<file path="config.mk">
export PLATFORM = sky130hd
export DESIGN_NAME = punc_control
export DESIGN_NICKNAME = d
export VERILOG_FILES = /design/src/rtl/punc_control.sv
export SDC_FILE = /design/constraint.sdc
export NUM_CORES = 1
export LEC_CHECK = 0
export ABC_AREA = 1
export CAP_MARGIN = 25
export CELL_PAD_IN_SITES_DETAIL_PLACEMENT = 1
export CELL_PAD_IN_SITES_GLOBAL_PLACEMENT = 2
export CORE_MARGIN = 2
export CORE_UTILIZATION = 23
export DETAILED_ROUTE_END_ITERATION = 8
export DONT_BUFFER_PORTS = 1
export PLACE_DENSITY_LB_ADDON = 0.12
export SETUP_SLACK_MARGIN = 0.02
export SYNTH_ARGS = -nofsm -noshare
export SYNTH_HDL_FRONTEND = slang
export SYNTH_SLANG_ARGS = --single-unit
</file>
<file path="constraint.sdc">
create_clock -name clk -period 1.3 [get_ports clk]
set_input_delay 0.325 -clock clk [delete_from_list [all_inputs] [get_ports clk]]
set_output_delay 0.325 -clock clk [all_outputs]
set_load 0.005 [all_outputs]
</file>
<file path="src/rtl/punc_control.sv">
// Control FSM for the PUnC LC3 datapath: fetch, decode, one to three execute
// cycles, plus a CC-update cycle after loads so CC comes from the ALU path.
//
// state  | meaning
// INIT   | clear PC after reset
// FETCH  | read mem[pc] into IR
// DECODE | bump PC, pick next state from opcode
// EXEC   | first execute cycle
// EXEC2  | second memory cycle of LDI/STI
// SETCC  | pass loaded DR through ALU to set CC
// HALT   | parked after TRAP until reset
module punc_control (
  input  logic        clk,
  input  logic        rst,
  input  logic [15:0] ir,
  output logic        mem_wr_en,
  output logic [2:0]  mem_r_addr_sel,
  output logic        state2_sti,
  output logic        str,
  output logic [2:0]  rf_wr_addr,
  output logic [2:0]  rf_r_addr_0,
  output logic [2:0]  rf_r_addr_1,
  output logic        rf_wr_en,
  output logic [1:0]  rf_w_data_sel,
  output logic        ir_ld,
  output logic        pc_ld,
  output logic        pc_clr,
  output logic        pc_up,
  output logic        cc_en,
  output logic        add_const,
  output logic        jmp_ret_jsrr,
  output logic [1:0]  alu_sel,
  output logic        n,
  output logic        z,
  output logic        p,
  output logic [10:0] const_n,
  output logic [3:0]  sext_select,
  output logic [2:0]  state_dbg
);

  localparam logic [3:0] OP_BR   = 4'b0000;
  localparam logic [3:0] OP_ADD  = 4'b0001;
  localparam logic [3:0] OP_LD   = 4'b0010;
  localparam logic [3:0] OP_ST   = 4'b0011;
  localparam logic [3:0] OP_JSR  = 4'b0100;
  localparam logic [3:0] OP_AND  = 4'b0101;
  localparam logic [3:0] OP_LDR  = 4'b0110;
  localparam logic [3:0] OP_STR  = 4'b0111;
  localparam logic [3:0] OP_RTI  = 4'b1000;
  localparam logic [3:0] OP_NOT  = 4'b1001;
  localparam logic [3:0] OP_LDI  = 4'b1010;
  localparam logic [3:0] OP_STI  = 4'b1011;
  localparam logic [3:0] OP_JMP  = 4'b1100;
  localparam logic [3:0] OP_RSV  = 4'b1101;
  localparam logic [3:0] OP_LEA  = 4'b1110;
  localparam logic [3:0] OP_TRAP = 4'b1111;

  localparam logic [1:0] ALU_FN_ADD  = 2'd0;
  localparam logic [1:0] ALU_FN_AND  = 2'd1;
  localparam logic [1:0] ALU_FN_NOT  = 2'd2;
  localparam logic [1:0] ALU_FN_PASS = 2'd3;

  localparam logic [3:0] SEXT_IMM5  = 4'b1000;
  localparam logic [3:0] SEXT_OFF6  = 4'b0100;
  localparam logic [3:0] SEXT_OFF9  = 4'b0010;
  localparam logic [3:0] SEXT_OFF11 = 4'b0001;

  localparam logic [2:0] MRA_PC    = 3'd0;
  localparam logic [2:0] MRA_PCADD = 3'd1;
  localparam logic [2:0] MRA_IND   = 3'd2;
  localparam logic [2:0] MRA_ALU   = 3'd4;

  localparam logic [1:0] WD_ALU   = 2'd0;
  localparam logic [1:0] WD_PC    = 2'd1;
  localparam logic [1:0] WD_MEM   = 2'd2;
  localparam logic [1:0] WD_PCADD = 2'd3;

  typedef enum logic [2:0] {
    S_INIT   = 3'd0,
    S_FETCH  = 3'd1,
    S_DECODE = 3'd2,
    S_EXEC   = 3'd3,
    S_EXEC2  = 3'd4,
    S_SETCC  = 3'd5,
    S_HALT   = 3'd6
  } state_t;

  state_t state_q, state_d;

  logic [3:0] opcode;
  logic [2:0] dr, sr1, sr2;
  logic       rf_wr_en_raw, mem_wr_en_raw;

  assign opcode    = ir[15:12];
  assign dr        = ir[11:9];
  assign sr1       = ir[8:6];
  assign sr2       = ir[2:0];
  assign const_n   = ir[10:0];
  assign state_dbg = state_q;

  // A reset cycle must not commit a register or memory write from an
  // interrupted instruction.
  assign rf_wr_en  = rf_wr_en_raw & ~rst;
  assign mem_wr_en = mem_wr_en_raw & ~rst;

  always_comb begin
    state_d = state_q;
    case (state_q)
      S_INIT:   state_d = S_FETCH;
      S_FETCH:  state_d = S_DECODE;
      S_DECODE: begin
        if (opcode == OP_TRAP)
          state_d = S_HALT;
        else if (opcode == OP_RTI || opcode == OP_RSV)
          state_d = S_FETCH;
        else
          state_d = S_EXEC;
      end
      S_EXEC: begin
        case (opcode)
          OP_LD, OP_LDR:  state_d = S_SETCC;
          OP_LDI, OP_STI: state_d = S_EXEC2;
          default:        state_d = S_FETCH;
        endcase
      end
      S_EXEC2:  state_d = (opcode == OP_LDI) ? S_SETCC : S_FETCH;
      S_SETCC:  state_d = S_FETCH;
      S_HALT:   state_d = S_HALT;
      default:  state_d = S_INIT;
    endcase
  end

  always_ff @(posedge clk) begin
    if (rst)
      state_q <= S_INIT;
    else
      state_q <= state_d;
  end

  always_comb begin
    mem_wr_en_raw  = 1'b0;
    mem_r_addr_sel = MRA_PC;
    state2_sti     = 1'b0;
    str            = 1'b0;
    rf_wr_addr     = 3'd0;
    rf_r_addr_0    = 3'd0;
    rf_r_addr_1    = 3'd0;
    rf_wr_en_raw   = 1'b0;
    rf_w_data_sel  = WD_ALU;
    ir_ld          = 1'b0;
    pc_ld          = 1'b0;
    pc_clr         = 1'b0;
    pc_up          = 1'b0;
    cc_en          = 1'b0;
    add_const      = 1'b0;
    jmp_ret_jsrr   = 1'b0;
    alu_sel        = ALU_FN_ADD;
    n              = 1'b0;
    z              = 1'b0;
    p              = 1'b0;
    sext_select    = 4'b0000;

    case (state_q)
      S_INIT: pc_clr = 1'b1;

      S_FETCH: begin
        mem_r_addr_sel = MRA_PC;
        ir_ld          = 1'b1;
      end

      S_DECODE: pc_up = 1'b1;

      S_EXEC: begin
        case (opcode)
          OP_ADD, OP_AND: begin
            rf_r_addr_0   = sr1;
            rf_r_addr_1   = sr2;
            add_const     = ir[5];
            sext_select   = SEXT_IMM5;
            alu_sel       = (opcode == OP_ADD) ? ALU_FN_ADD : ALU_FN_AND;
            rf_wr_en_raw  = 1'b1;
            rf_wr_addr    = dr;
            rf_w_data_sel = WD_ALU;
            cc_en         = 1'b1;
          end
          OP_NOT: begin
            alu_sel       = ALU_FN_NOT;
            rf_r_addr_0   = sr1;
            rf_wr_en_raw  = 1'b1;
            rf_wr_addr    = dr;
            rf_w_data_sel = WD_ALU;
            cc_en         = 1'b1;
          end
          // Datapath evaluates the condition and loads PC on its own.
          OP_BR: begin
            n           = ir[11];
            z           = ir[10];
            p           = ir[9];
            sext_select = SEXT_OFF9;
          end
          OP_JMP: begin
            rf_r_addr_0  = sr1;
            alu_sel      = ALU_FN_PASS;
            jmp_ret_jsrr = 1'b1;
            pc_ld        = 1'b1;
          end
          // R7 captures the current (already incremented) PC in the same edge
          // that PC takes the target.
          OP_JSR: begin
            pc_ld         = 1'b1;
            rf_wr_en_raw  = 1'b1;
            rf_wr_addr    = 3'd7;
            rf_w_data_sel = WD_PC;
            if (ir[11]) begin
              sext_select = SEXT_OFF11;
            end else begin
              rf_r_addr_0  = sr1;
              alu_sel      = ALU_FN_PASS;
              jmp_ret_jsrr = 1'b1;
            end
          end
          OP_LD: begin
            sext_select    = SEXT_OFF9;
            mem_r_addr_sel = MRA_PCADD;
            rf_wr_en_raw   = 1'b1;
            rf_wr_addr     = dr;
            rf_w_data_sel  = WD_MEM;
          end
          OP_LDR: begin
            rf_r_addr_0    = sr1;
            add_const      = 1'b1;
            sext_select    = SEXT_OFF6;
            alu_sel        = ALU_FN_ADD;
            mem_r_addr_sel = MRA_ALU;
            rf_wr_en_raw   = 1'b1;
            rf_wr_addr     = dr;
            rf_w_data_sel  = WD_MEM;
          end
          OP_LDI, OP_STI: begin
            sext_select    = SEXT_OFF9;
            mem_r_addr_sel = MRA_PCADD;
          end
          OP_LEA: begin
            sext_select   = SEXT_OFF9;
            rf_wr_en_raw  = 1'b1;
            rf_wr_addr    = dr;
            rf_w_data_sel = WD_PCADD;
          end
          OP_ST: begin
            rf_r_addr_0   = dr;
            alu_sel       = ALU_FN_PASS;
            sext_select   = SEXT_OFF9;
            mem_wr_en_raw = 1'b1;
          end
          OP_STR: begin
            str           = 1'b1;
            rf_r_addr_0   = sr1;
            rf_r_addr_1   = dr;
            add_const     = 1'b1;
            sext_select   = SEXT_OFF6;
            alu_sel       = ALU_FN_ADD;
            mem_wr_en_raw = 1'b1;
          end
          default: ;
        endcase
      end

      S_EXEC2: begin
        if (opcode == OP_LDI) begin
          mem_r_addr_sel = MRA_IND;
          rf_wr_en_raw   = 1'b1;
          rf_wr_addr     = dr;
          rf_w_data_sel  = WD_MEM;
        end else if (opcode == OP_STI) begin
          state2_sti    = 1'b1;
          rf_r_addr_0   = dr;
          alu_sel       = ALU_FN_PASS;
          mem_wr_en_raw = 1'b1;
        end
      end

      S_SETCC: begin
        rf_r_addr_0 = dr;
        alu_sel     = ALU_FN_PASS;
        cc_en       = 1'b1;
      end

      default: ;
    endcase
  end

endmodule

</file>
==> metrics.md <==
| Metric | Value |
|---|---|
| Reg clk slew, reported paths | `0.04 ns` |
| Tot Pwr | `0.621 mW` |
| Placed Area | `1160 um^2` |
| Outcome | `finished with violations` |
| Total Die Area | `4070 um^2` |
| CP Capture Type | `primary output` |
| Share of post-route cells with drive strength above 1 | `57.8%` |
| Worst Tran Pin Value | `0.414 ns` |
| CP Data Required Time | `0.98 ns` |
| Final core area utilization | `45.2%` |
| Drt pass-1 iters | `4` |
| Initial antenna violation count | `0` |
| Cell count after synthesis | `160` |
| Core Box Area | `3390 um^2` |
| CTS Sinks | `3` |
| Routed vias/inst | `4.84` |
| CP arrival | `1.30 ns` |
| Peak VDD IR | `0.561 mV` |
| Width of the chip | `63.8 um` |
| Fin nets | `211` |
| # IOs | `66` |
| GP Congestion | `0.772` |
| Crit-path max FO | `6` |
| Die span in y | `63.8 um` |
| Leak pwr | `0.711 nW` |
| Tmin final | `1.63 ns` |
| Register area | `68.8 um^2` |
| Clock Tree Buf Depth | `2` |
| Endpoints failing setup | `32` |
| Design area | `1530 um^2` |
| Total track usage | `19.4%` |
| WL/cell | `15.9 um` |
| Hold Vio Cnt, Final | `0` |
| Final HPWL DP | `2990 um` |
| Cell Area, Synth | `822 um^2` |
| Area grow syn2layout | `86.5%` |
| Max Transition Viols Final | `0` |
| Via count | `1152` |
| Top post-synthesis cells by area | `nand2_1 (21%), buf_4 (12%), inv_1 (10%), nand3_1 (9.1%), nor2_1 (7.8%)` |
| Number of H-tree levels | `1` |
| RSZ-0062 raised after global routing | `true` |
| R2r setup slk | `0.13 ns` |
| # diodes | `0` |
| Flop and latch count out of synthesis | `3` |
| Area of the multi-input gates | `881 um^2` |
| Setup Skew | `0.00102 ns` |
| Commonest cells after routing, fill and taps aside | `nand2_1 (33), buf_4 (30), inv_1 (15), nor2_1 (11)` |
| DRC Markers | `0` |
| Slew HR | `72.3%` |
| Post-CTS Hold Buffers | `0` |
| Grt total ovfl | `0` |
| # port buffers | `0` |
| Largest area contributor in the netlist | `nand2_1` |
| Sequential area share after synthesis | `7.31%` |
| Failing checks | `setup timing` |
| Max reg flops | `3` |
| Final setup margin | `-0.326 ns` |
| Detailed Route WL | `3790 um` |
| Crit Path Category | `flop to primary output` |
| Worst-Skew Late Latency | `0.23 ns` |
| Pre-CTS setup slack | `-0.165 ns` |
| Vias in the first global route | `1296` |
| Filler Cells Inserted | `420` |
| Most common cell after layout, fill and taps aside | `nand2_1` |
| Crit start category | `flop` |
| Synthesized Nets | `178` |
| Clock root cell | `clkbuf_4` |
| Max_cap viols | `0` |
| Antenna viol nets, final | `0` |
| First-pass GRT wire length | `6380 um` |
| Yosys cell types | `21` |
| Area fraction of the dominant cell type after synthesis | `21.0%` |
| Largest net degree at the start of global routing | `8` |
| Syn_area_per_cell | `5.14 um^2` |
| DRT iter0 DRCs | `34` |
| PwrDens | `405 nW/um^2` |
| HP Class | `input pin to flop` |
| # rows | `21` |
| Fmax | `0.615 GHz` |
| Tcrit/Tclk final | `125%` |
| Initial Utilization | `24.3%` |
| CTS tree | `yes` |
| TritonCTS Buffers | `3` |
| Yosys warns | `0` |
logic make-up after synthesis:
group	Yosys count	share of synthesized area, %
flip-flops	3	7.31
AND/OR/NAND/NOR	96	53.4
AO/OA/AOI/OAI	22	15.4
buffers and inverters	39	23.9
stage by stage:
stage                     hold WS [ns]  std cells  setup TNS, ns
after floorplan                  0.390        160        -0.0365
after global placement           0.391        227          -1.76
after detailed placement         0.394        227          -2.62
after CTS                        0.144        238          -8.73
after global routing             0.142        238         -11.06
final                            0.152        238          -8.74
worst paths after layout:
kind,start,end,cells after the start
setup / recovery,state_dbg[1],rf_wr_addr[1],3
hold / removal,rst,state_dbg[2],1
setup reg to reg,state_dbg[0],state_dbg[1],8
hold reg to reg,state_dbg[0],state_dbg[0],4
cell type report:
type / count / share of cell area [%]
clock buffer: 4 / 1.71
timing repair buffer: 42 / 25.5
tap: 46 / 3.76
multi-input combinational: 118 / 57.5
inverter: 25 / 7.10
sequential: 3 / 4.49
power breakdown:
part           switching [mW]  internal, mW
sequential             0.0121        0.0996
clock                  0.0473         0.115
combinational           0.192         0.156
cells in the mapped netlist (all sizes together):
| cell | count |
|---|---|
| a41oi | 1 |
| nand3 | 17 |
| inv | 25 |
| o21ai | 10 |
| nor2 | 21 |
| buf | 14 |
| dfxtp | 3 |
| nor3 | 7 |
| o211ai | 4 |
| nand3b | 1 |
| nand2 | 50 |
| a21oi | 6 |
| a22oi | 1 |
layer usage:
metal,wire (um),track usage [%]
met1,1590,23.2
met5,0,0
met3,168,3.52
met4,19,3.26
met2,2010,36.1
critical path: stages, from the launching register on:
cell,delay (ns)
dfxtp_4,0.35
nor3_4,0.26
nand3_4,0.16
o211ai_1,0.29
timing repair:
item | in CTS | in global routing
gates cloned | 1 | 0
hold endpoints to repair | 0 | 0
gates resized for setup | 57 | 22
setup endpoints to repair | 34 | 34
setup buffers | 7 | 3
pin swaps | 20 | 9
(Power assumes the default switching activity.)
